===== config.mk =====
export PLATFORM = sky130hd
export DESIGN_NAME = ram_8x72_ctrl
export DESIGN_NICKNAME = d
export VERILOG_FILES = /design/src/rtl/ram_8x72_pkg.sv /design/src/rtl/ram_8x72_ctrl.sv
export SDC_FILE = /design/constraint.sdc
export NUM_CORES = 1
export LEC_CHECK = 0
export ABC_CLOCK_PERIOD_IN_PS = 2009
export CORE_UTILIZATION = 42
export CTS_BUF_LIST = sky130_fd_sc_hd__clkbuf_16
export CTS_CLUSTER_SIZE = 40
export DETAILED_ROUTE_END_ITERATION = 8
export PLACE_DENSITY = 0.88
export SLEW_MARGIN = 5
export SYNTH_ARGS = -nofsm -noshare
export SYNTH_HDL_FRONTEND = slang
export SYNTH_SLANG_ARGS = --single-unit

===== constraint.sdc =====
create_clock -name clk -period 2.01 [get_ports clk]
set_input_delay 0.402 -clock clk [delete_from_list [all_inputs] [get_ports clk]]
set_output_delay 0.402 -clock clk [all_outputs]
set_load 0.01 [all_outputs]

===== src/rtl/ram_8x72_pkg.sv =====
// Shared widths and FSM state encoding for the 8x72 RAM controller and its flop-based RAM.
package ram_8x72_pkg;

   localparam int DEPTH  = 8;
   localparam int ADDR_W = 3;
   localparam int DATA_W = 72;

   localparam logic [ADDR_W-1:0] LAST_ADDR = 3'd7;

   typedef enum logic [2:0] {
      ST_INIT    = 3'd0,
      ST_IDLE    = 3'd1,
      ST_WR      = 3'd2,
      ST_RD      = 3'd3,
      ST_RD_WAIT = 3'd4,
      ST_RESP    = 3'd5
   } state_e;

endpackage


===== src/rtl/ram_8x72_ctrl.sv =====
// Request/response controller for an 8x72 synchronous RAM with an optional post-reset clear.
module ram_8x72_ctrl
   import ram_8x72_pkg::*;
#(
   parameter int unsigned INIT_CLEAR = 1
) (
   input  logic              clk,
   input  logic              rst_n,
   input  logic              req_valid,
   output logic              req_ready,
   input  logic              req_write,
   input  logic [ADDR_W-1:0] req_addr,
   input  logic [DATA_W-1:0] req_wdata,
   output logic              rsp_valid,
   input  logic              rsp_ready,
   output logic [DATA_W-1:0] rsp_rdata,
   output logic              init_done,
   output logic              ram_wr_n,
   output logic [ADDR_W-1:0] ram_address,
   output logic [DATA_W-1:0] ram_wdata,
   input  logic [DATA_W-1:0] ram_rdata
);

   state_e            state_q;
   logic [ADDR_W-1:0] cnt_q;
   logic              req_ready_q;
   logic              rsp_valid_q;
   logic [DATA_W-1:0] rsp_rdata_q;
   logic              init_done_q;
   logic              ram_wr_n_q;
   logic [ADDR_W-1:0] ram_addr_q;
   logic [DATA_W-1:0] ram_wdata_q;

   // Controller FSM; every output is a flop updated together with the state.
   always_ff @(posedge clk or negedge rst_n) begin
      if (!rst_n) begin
         state_q     <= (INIT_CLEAR != 0) ? ST_INIT : ST_IDLE;
         cnt_q       <= 3'd0;
         req_ready_q <= 1'b0;
         rsp_valid_q <= 1'b0;
         rsp_rdata_q <= 72'd0;
         init_done_q <= (INIT_CLEAR == 0);
         ram_wr_n_q  <= 1'b1;
         ram_addr_q  <= 3'd0;
         ram_wdata_q <= 72'd0;
      end else begin
         case (state_q)
            ST_INIT: begin
               // Leave only once the strobe for the last word has been presented.
               if (!ram_wr_n_q && (ram_addr_q == LAST_ADDR)) begin
                  ram_wr_n_q  <= 1'b1;
                  init_done_q <= 1'b1;
                  req_ready_q <= 1'b1;
                  state_q     <= ST_IDLE;
               end else begin
                  ram_wr_n_q  <= 1'b0;
                  ram_addr_q  <= cnt_q;
                  ram_wdata_q <= 72'd0;
                  if (cnt_q != LAST_ADDR) begin
                     cnt_q <= cnt_q + 3'd1;
                  end
               end
            end
            ST_IDLE: begin
               if (req_valid && req_ready_q) begin
                  req_ready_q <= 1'b0;
                  ram_addr_q  <= req_addr;
                  if (req_write) begin
                     ram_wr_n_q  <= 1'b0;
                     ram_wdata_q <= req_wdata;
                     state_q     <= ST_WR;
                  end else begin
                     state_q <= ST_RD;
                  end
               end else begin
                  req_ready_q <= 1'b1;
               end
            end
            ST_WR: begin
               ram_wr_n_q  <= 1'b1;
               req_ready_q <= 1'b1;
               state_q     <= ST_IDLE;
            end
            ST_RD: begin
               state_q <= ST_RD_WAIT;
            end
            ST_RD_WAIT: begin
               rsp_rdata_q <= ram_rdata;
               rsp_valid_q <= 1'b1;
               state_q     <= ST_RESP;
            end
            ST_RESP: begin
               if (rsp_ready) begin
                  rsp_valid_q <= 1'b0;
                  req_ready_q <= 1'b1;
                  state_q     <= ST_IDLE;
               end
            end
            default: begin
               ram_wr_n_q  <= 1'b1;
               rsp_valid_q <= 1'b0;
               req_ready_q <= 1'b0;
               state_q     <= ST_IDLE;
            end
         endcase
      end
   end

   assign req_ready   = req_ready_q;
   assign rsp_valid   = rsp_valid_q;
   assign rsp_rdata   = rsp_rdata_q;
   assign init_done   = init_done_q;
   assign ram_wr_n    = ram_wr_n_q;
   assign ram_address = ram_addr_q;
   assign ram_wdata   = ram_wdata_q;

endmodule


=== Word level (Yosys, flattened, before mapping) ===
Cells that the tools add are included.

* Register bits after elaboration: 157
* Logic and storage cells: 64
* Input bits: 152

* Reduce and logical (&&, ||, !) cells: 16
* Muxes and demuxes: 22
* Bitwise operators: 4
* Equality and inequality tests: 12
* Add/subtract/negate cells: 1

{| class="wikitable"
|+ Operators by type and width
! cell !! count
|-
| two-way mux 72 bit || 3
|-
| one-hot mux 72 bit (2 select lines) || 1
|-
| two-way mux 3 bit || 5
|-
| one-hot mux 3 bit (5 select lines) || 1
|-
| AND reduction 3 bit || 5
|-
| != test 2 bit, second input constant || 5
|-
| equality test 3 bit, second input constant || 3
|-
| two-way mux 1 bit || 8
|-
| equality test 3 x 2 -> 1 bit, second input constant || 2
|-
| one-hot mux 1 bit (3 select lines) || 2
|-
| one-hot mux 3 bit (2 select lines) || 1
|-
| one-hot mux 1 bit (5 select lines) || 1
|-
| NOT 1 bit || 4
|-
| AND reduction 2 bit || 2
|-
| AND reduction 4 bit || 1
|-
| OR reduction 4 bit || 1
|-
| adder 3 x 1 -> 3 bit, second input constant || 1
|-
| equality test 3 x 1 -> 1 bit, second input constant || 1
|-
| logical NOT 3 bit || 1
|-
| != test 3 bit, second input constant || 1
|-
| OR reduction 3 bit || 1
|-
| logical AND 1 bit || 2
|-
| nonzero test 2 bit || 1
|-
| OR reduction 2 bit || 1
|-
| logical NOT 1 bit || 1
|}

=== Depth between registers and ports, before layout ===
Gate-level depths: netlist of the first run.

* Depth in word-level cells: 4
* Depth in mapped cells: 5
* Depth with buffers taken out: 4

=== Worst setup path before layout of the first run ===
OpenSTA, ideal clock, no wires.

* Kind: reg-to-reg
* Start: reg ram_wr_n_q, in the netlist ram_wr_n
* End: reg cnt_q[1]
* Clock period less this slack: 1.568 ns
* Path buffers: 0
* Arrival: 1.443 ns
* Slack: 0.442 ns
* Stages on the path, launching flop included: 5
* Library setup time: 0.125 ns
* Path through: dfstp_2 -> nand4b_1 -> nand2_1 -> nor3_2 -> mux2_2

* Cells in the longest elaborated chain, start to end: 4

{| class="wikitable"
|+ Ends and longest elaborated chain
! element !! RTL line !! source
|-
| start, declared || ram_8x72_ctrl.sv:30 || <nowiki>logic ram_wr_n_q;</nowiki>
|-
| start signal, assigned || ram_8x72_ctrl.sv:43 || <nowiki>ram_wr_n_q <= 1'b1;</nowiki>
|-
| start signal, assigned || ram_8x72_ctrl.sv:51 || <nowiki>ram_wr_n_q <= 1'b1;</nowiki>
|-
| start signal, assigned || ram_8x72_ctrl.sv:56 || <nowiki>ram_wr_n_q <= 1'b0;</nowiki>
|-
| logical NOT 1 bit || ram_8x72_ctrl.sv:50 || <nowiki>if (!ram_wr_n_q && (ram_addr_q == LAST_ADDR)) begin</nowiki>
|-
| logical AND 1 bit || ram_8x72_ctrl.sv:50 ||
|-
| NOT 1 bit (no line) || -- ||
|-
| AND reduction 3 bit (no line) || -- ||
|-
| end signal, assigned || ram_8x72_ctrl.sv:60 || <nowiki>cnt_q <= cnt_q + 3'd1;</nowiki>
|-
| end, declared || ram_8x72_ctrl.sv:25 || <nowiki>logic [ADDR_W-1:0] cnt_q;</nowiki>
|}

Every way passes these cells.
A chain may end at the register's enable or synchronous reset.

=== Worst setup path in the final report of the first run ===
* Start: reg ram_wr_n_q, in the netlist ram_wr_n
* End: out ram_wr_n

{| class="wikitable"
|+ RTL lines
! element !! RTL line !! source
|-
| end, declared || ram_8x72_ctrl.sv:18 || <nowiki>output logic ram_wr_n,</nowiki>
|}

No word-level cell between the ends.

==> results of run 1 <==
## cells in the mapped netlist, types with 2 or more instances
| master | n | area share, % |
|---|---|---|
| nor2_1 | 3 | 0.17 |
| o21ai_0 | 4 | 0.31 |
| a22oi_1 | 72 | 8.3 |
| mux2_1 | 3 | 0.52 |
| o21ai_1 | 70 | 5.4 |
| dfrtp_1 | 156 | 60 |
| mux2_2 | 77 | 13 |
| buf_6 | 7 | 1.2 |
| buf_4 | 8 | 0.92 |
| buf_2 | 11 | 0.84 |
| nand2b_1 | 2 | 0.19 |
| ha_1 | 2 | 0.38 |
| nor3_1 | 2 | 0.15 |
| nand2_1 | 75 | 4.3 |
| nor3_2 | 2 | 0.31 |
| a21o_1 | 3 | 0.34 |
| clkbuf_1 | 14 | 0.80 |
| o22a_1 | 2 | 0.27 |
## timing repair
action | in CTS | in global routing
endpoints found under the hold margin | 35 | 0
setup endpoints to repair | 0 | 0
hold buffers | 1 | 0
## sequential cells by signal, indices dropped and copies added (netlist names), 3 cells and up
name	count
state_q	3
ram_wdata	72
cnt_q	3
rsp_rdata	72
ram_address	3
## cells in the final DEF (no fill, tap or decap), types with 2 or more instances in the layout
| cell | synthesis | routed |
|---|---|---|
| o21ai_1 | 70 | 70 |
| o21ai_0 | 4 | 4 |
| nor3_1 | 2 | 2 |
| dfrtp_1 | 156 | 156 |
| nand2b_1 | 2 | 2 |
| nand2_1 | 75 | 75 |
| a21o_1 | 3 | 3 |
| mux2_1 | 3 | 3 |
| clkinv_2 | 0 | 2 |
| buf_12 | 0 | 7 |
| o22a_1 | 2 | 2 |
| clkdlybuf4s50_1 | 0 | 301 |
| clkinv_4 | 0 | 4 |
| ha_1 | 2 | 2 |
| inv_6 | 0 | 5 |
| nor2_1 | 3 | 3 |
| clkinvlp_4 | 0 | 2 |
| clkbuf_16 | 0 | 17 |
| mux2_2 | 77 | 77 |
| nor3_2 | 2 | 2 |
| a22oi_1 | 72 | 72 |
| buf_4 | 8 | 8 |
## power by group through the flow
stage	combinational (mW)	clock [mW]	sequential, mW
2_1_floorplan	3.23	0	6.47
3_3_place_gp	8.03	0	5.82
3_5_place_dp	8.22	0	5.90
4_1_cts	8.25	3.14	5.88
5_1_grt	8.74	3.29	6.09
6_report	8.17	3.06	5.87
## cell type report
| class | instances | area, µm² | area share (%) |
|---|---|---|---|
| sequential | 157 | 3930 | 38.0 |
| timing repair buffer | 318 | 3230 | 31.3 |
| multi-input combinational | 332 | 2360 | 22.8 |
| clock buffer | 17 | 425 | 4.12 |
| tap | 188 | 235 | 2.28 |
| clock inverter | 15 | 138 | 1.33 |
| inverter | 2 | 7.51 | 0.0727 |
## worst max path at each step
stage,end,cells after the start
3_5_place_dp,ram_wdata[45],6
5_1_grt,ram_wr_n,1
2_1_floorplan,cnt_q[1],4
3_3_place_gp,ram_wdata[0],6
4_1_cts,ram_wr_n,1
6_report,ram_wr_n,1
## cells by family (layout without fill, tap and decap cells)
logic type	after synthesis	after routing	share of synthesized area, %
xor+xnor	1	1	0.134
simple gates	90	90	6.07
mux	80	80	13.8
fa+ha+maj	2	2	0.383
buf+inv	42	352	3.89
compound gates	159	159	15.6
flops	157	157	60.1
## metrics by stage
step           hold WS (ps)  std cells  util (%)  setup TNS (ps)
2_1_floorplan           106        531         -               0
3_3_place_gp            360        996      64.2               0
3_5_place_dp            359        996      64.2           -19.8
4_1_cts                 468       1029      67.9               0
5_1_grt                 487       1029      67.9               0
6_report                469       1029      67.9               0
## per-layer routing
layer | track usage [%] | vias up | wire (µm)
li1 | - | 2504 | -
met1 | 27.5 | 2621 | 7110
met2 | 39.8 | 263 | 9220
met3 | 8.56 | 33 | 1750
met4 | 9.94 | 0 | 528
met5 | 0 | - | 0
## worst register-to-register path: stages, from the launching register on
cell and delay [ps]:
dfrtp_1 490, nand2b_1 190, nor2_4 130, buf_12 340
mux2_2 440
==> flow_metrics.tcl, run 1 <==
set metrics [dict create \
    num_cts_buffers 17 \
    place.port_buffers 302 \
    n_antenna_cell 0 \
    avgSynthCellArea_um2 12.3 \
    design_area_mm2 0.0103 \
    placementRows 45 \
    total_global_routing_overflow 0 \
    regToRegSetupSlack_ps 310 \
    synth_edf_count 0 \
    placed_cell_area_mm2 0.00976 \
    cts.reportedPaths.clkPinSlew_ps 60 \
    criticalPathCategory "reg -> out" \
    clock_tree.htree_level_count 4 \
    initial_core_util_pct 43.0 \
    vdd.ir_drop.worst_mv 0.883 \
    p_per_area_mw_per_mm2 1660 \
    max_cap_viol_count 0 \
    area_of_the_die_mm2 0.0161 \
    gr-usage-all-layers_pct 23.7 \
    via_total_after_detailed_routing 5421 \
    outcome "finished clean" \
    yosysWarningCount 0 \
    drt_iter0_drc 302 \
    crit_buf_inv 1 \
    avgRoutedWirePerCell_um 18.1 \
    timing.final.crit_share_pct 96.2 \
    fp.dieH_um 127 \
    fin_skew_ps 8.04 \
    vias_in_the_first_global_route 5481 \
    placeable_core_region_mm2 0.0152 \
    power_leakage_nw 4.17 \
    synth.ff_latch_count 157 \
    netlist_instances 531 \
    reg2reg_depth 4 \
    setup.worst_path.end_class "output port" \
    power_frac_seq_pct 34.3 \
    timing.hold.worst.class "in -> async" \
    critPathRequiredTime_ps 1610 \
    setup_viol 0 \
    clock_tree.buffer_depth 2 \
    power.share.switching_pct 34.9 \
    floorplan.io_pins 303 \
    design.final.nets 982 \
    ctsResizeCount 0 \
    worst_slew_pin_slew_ps 819 \
    critical_path.cell_chain "clkdlybuf4s50_1" \
    fp.dieW_um 127 \
    synth_nets 685 \
    fmaxAchievable_mhz 517 \
    crit_family "buffers and inverters" \
    timing.critical_path.from_type "register" \
    netlist-cell-type-count 36 \
    synth-main-ff-cell "dfrtp_1" \
    clkLatencyLatePin_ps 410 \
    firstDrtPassIters 4 \
    critPathMaxFanout 4 \
    last_weighted_congestion_value_of_the_routability_driven_placer 0.780 \
    totalPowerFinal_mw 17.1 \
    timing.slew.headroom_pct 45.4 \
    clock_net_sink_count 157 \
    setup_repair_after_global_routing_missed_its_margin "false" \
    setup_slack_ps 76.1 \
    switching_power_mw 5.97 \
    drcViolationCount 0 \
    min_period_ps 1930 \
    syn2layout_area_growth_pct 58.1 \
    count_of_nets_left_with_antenna_violations_after_detail_routing 0 \
    first_pass_grt_wire_length_um 29200 \
    cell_internal_pwr_mw 11.1 \
    tritoncts_clock_tree "yes" \
    rr_startpoint "state_q[2]" \
    share_clk_of_total_power_pct 17.9 \
    async_flop_share_pct 100 \
    dpl_worst_slack_ps -19.8 \
    portion_of_the_post_synthesis_area_used_by_sequential_elements_pct 60.1 \
    worstPathArrival_ps 1530 \
    share_of_cells_above_drive_strength_1_pct 15.8 \
    power.combinational.fraction_pct 47.7 \
    cts_setup_buffers 0 \
    slew_violations 0 \
    fillerInstances 1104 \
    detail_route.wirelength_um 18600 \
    grt_max_degree 75 \
    cp_slowest_cell "clkdlybuf4s50_1" \
    clk_root_buffer_cell "clkbuf_16" \
    synth.cell_area_mm2 0.00654 \
    final_hold_viol_count 0 \
    critical_path.reg2reg.endpoint "rsp_rdata[42]" \
    vias_per_cell 5.27 \
    dp_hpwl_um 12800 \
    critPathLaunch "ram_wr_n" \
    grt_antenna_before_repair 0 \
    cpPeakStageDelay_ps 570 \
]
Power figures use the tool's default switching activity.
==> run 2: changes to the inputs <==
GPL_TIMING_DRIVEN = 0   (was unset)
==> run 2 against run 1 <==
Net effect:
- utilization increased by 0.63 points
- global-route usage increased by 0.89 points
- sequential share of layout area decreased by 0.35 points
- via count increased by 2.7%
- sequential power about the same
- clock skew increased by 1.8 ps
==> flow_metrics.tcl, run 2 (synthesis results as in run 1) <==
set metrics [dict create \
    outcome "finished clean" \
    total_global_routing_overflow 0 \
    hold-worst-slack_ps 491 \
    num_cts_buffers 17 \
    drcViolationCount 0 \
    timing.final.crit_share_pct 94.6 \
    rr_startpoint "ram_wr_n" \
    reg2reg_depth 5 \
    final_hold_viol_count 0 \
    design_area_mm2 0.0104 \
    n_antenna_cell 0 \
    grt_most_used_layer "met2" \
    drt_iter0_drc 241 \
    crit_buf_inv 1 \
    multi_input_combinational_cell_area_mm2 0.00236 \
    setup_viol 0 \
    timing.slew.headroom_pct 49.2 \
    mostFrequentLayoutCells "clkdlybuf4s50_1 (301), dfrtp_1 (156), mux2_2 (77), nand2_1 (75), a22oi_1 (72)" \
    power_leakage_nw 4.24 \
    layout_commonest_cell "clkdlybuf4s50_1" \
    p_per_area_mw_per_mm2 1670 \
    setup_repair_after_global_routing_missed_its_margin "false" \
    placementRows 45 \
    sequential_cell_area_mm2 0.00393 \
    placeable_core_region_mm2 0.0152 \
    share_of_cells_above_drive_strength_1_pct 16.2 \
    clk_root_buffer_cell "clkbuf_16" \
    worst_slew_pin_slew_ps 759 \
    design.final.nets 1008 \
    last_weighted_congestion_value_of_the_routability_driven_placer 0.840 \
    gr-usage-met3_pct 8.06 \
    cpPeakStageDelay_ps 560 \
    vias_per_cell 5.28 \
    gr-usage-all-layers_pct 24.6 \
    min_path_cells 1 \
    cts.reportedPaths.clkPinSlew_ps 60 \
    place.port_buffers 302 \
    critPathMaxFanout 4 \
    regToRegSetupSlack_ps 110 \
    criticalPathCategory "reg -> out" \
    avgRoutedWirePerCell_um 18.7 \
    grt_antenna_before_repair 0 \
    crit_family "flip-flops" \
    grt_max_degree 82 \
    clock_net_sink_count 157 \
    tns_ps 0 \
    area_of_the_die_mm2 0.0161 \
    slew_violations 0 \
    initial_core_util_pct 43.0 \
    critPathRequiredTime_ps 1610 \
    totalPowerFinal_mw 17.4 \
    worstPathArrival_ps 1500 \
    vias_in_the_first_global_route 5533 \
    fp.dieW_um 127 \
    clock_tree.htree_level_count 4 \
    critical_path.reg2reg.endpoint "ram_wdata[60]" \
    dp_hpwl_um 14300 \
    critical_path.cell_chain "clkdlybuf4s50_1" \
    setup.worst_path.end_class "output port" \
    first_pass_grt_wire_length_um 29800 \
    detail_route.wirelength_um 19700 \
    fillerInstances 1056 \
    syn2layout_area_growth_pct 59.5 \
    vdd.ir_drop.worst_mv 0.836 \
    tritoncts_clock_tree "yes" \
    fmaxAchievable_mhz 526 \
    cts_setup_buffers 0 \
    fin_skew_ps 9.83 \
    clkLatencyLatePin_ps 420 \
    grt_util_met1_pct 27.9 \
    timing.critical_path.from_type "register" \
    timing.hold.worst.class "reg -> reg" \
    holdCritStartpoint "init_done" \
    groute.layer.met2.usage_pct 42.8 \
    count_of_nets_left_with_antenna_violations_after_detail_routing 0 \
    placed_cell_area_mm2 0.00983 \
    hold-path-endpoint "init_done" \
    max_cap_viol_count 0 \
    fin_util_pct 68.6 \
    floorplan.io_pins 303 \
    firstDrtPassIters 5 \
    min_period_ps 1900 \
    clock_tree.buffer_depth 2 \
    fp.dieH_um 127 \
    cp_slowest_cell "dfstp_2" \
    via_total_after_detailed_routing 5566 \
]
## run 2: changes by cell type in the layout (fill, tap and decap cells not counted), moves of 2 or more
| cell | change |
|---|---|
| buf_2 | +11 |
| bufinv_16 | +2 |
| clkinv_4 | -2 |
| buf_6 | +6 |
| inv_1 | +3 |
| inv_6 | -4 |
| buf_12 | -7 |
| clkbuf_1 | +14 |
## run 2: routing by layer
| layer | vias up | wire, µm |
|---|---|---|
| met5 | - | 0 |
| met4 | 0 | 590 |
| met3 | 34 | 1630 |
| met2 | 246 | 9930 |
| met1 | 2722 | 7590 |
| li1 | 2564 | - |
## run 2: repair_timing
action	CTS	global route
endpoints found under the setup margin	0	42
resized for setup	0	1
endpoints found under the hold margin	39	0
hold buffers	1	0
## run 2: how the worst max path moves through the flow
| stage | start | to | slack, ps | depth (start not counted) |
|---|---|---|---|---|
| 4_1_cts | ram_wr_n | ram_wdata[58] | 40 | 5 |
| 6_report | ram_wr_n | ram_wr_n | 110 | 1 |
| 3_3_place_gp | rst_n | rsp_rdata[1] | -5950 | 1 |
| 2_1_floorplan | ram_wr_n | cnt_q[1] | 440 | 4 |
| 5_1_grt | ram_wr_n | ram_wdata[58] | 2 | 5 |
| 3_5_place_dp | req_valid | ram_wdata[28] | -250 | 6 |
## run 2: worst register-to-register path, cell delays in order, from the launching register on
cell and delay, ps:
dfstp_2 380, nand4b_1 310, o21ai_4 440, clkbuf_1 500, nand2_1 110, o21ai_1 90
## run 2: power breakdown
| part | switching, mW | internal (mW) | leakage, nW |
|---|---|---|---|
| clock | 1.25 | 1.93 | 0.288 |
| combinational | 3.69 | 4.66 | 2.01 |
| sequential | 1.07 | 4.79 | 1.94 |
| total | 6.01 | 11.4 | 4.24 |
## run 2: per-stage QoR
step,cells,setup slack [ps]
after global placement,1021,-5950
final,1054,109
after floorplan,531,442
after CTS,1054,42.8
after detailed placement,1022,-246
after global routing,1054,2.19
## run 2: cell type report
type	count	share of cell area, %
Tap cell	188	2.26
Timing Repair Buffer	304	29.4
Buffer	40	2.36
Clock inverter	14	1.49
Inverter	2	0.0720
Multi-Input combinational cell	332	22.6
Sequential cell	157	37.7
Clock buffer	17	4.08
==> run 3: changes to the inputs <==
ABC_CLOCK_PERIOD_IN_PS = unset   (was 2009)
==> results of run 3 <==
Final layout, timing and power as in run 2 (identical DEF).
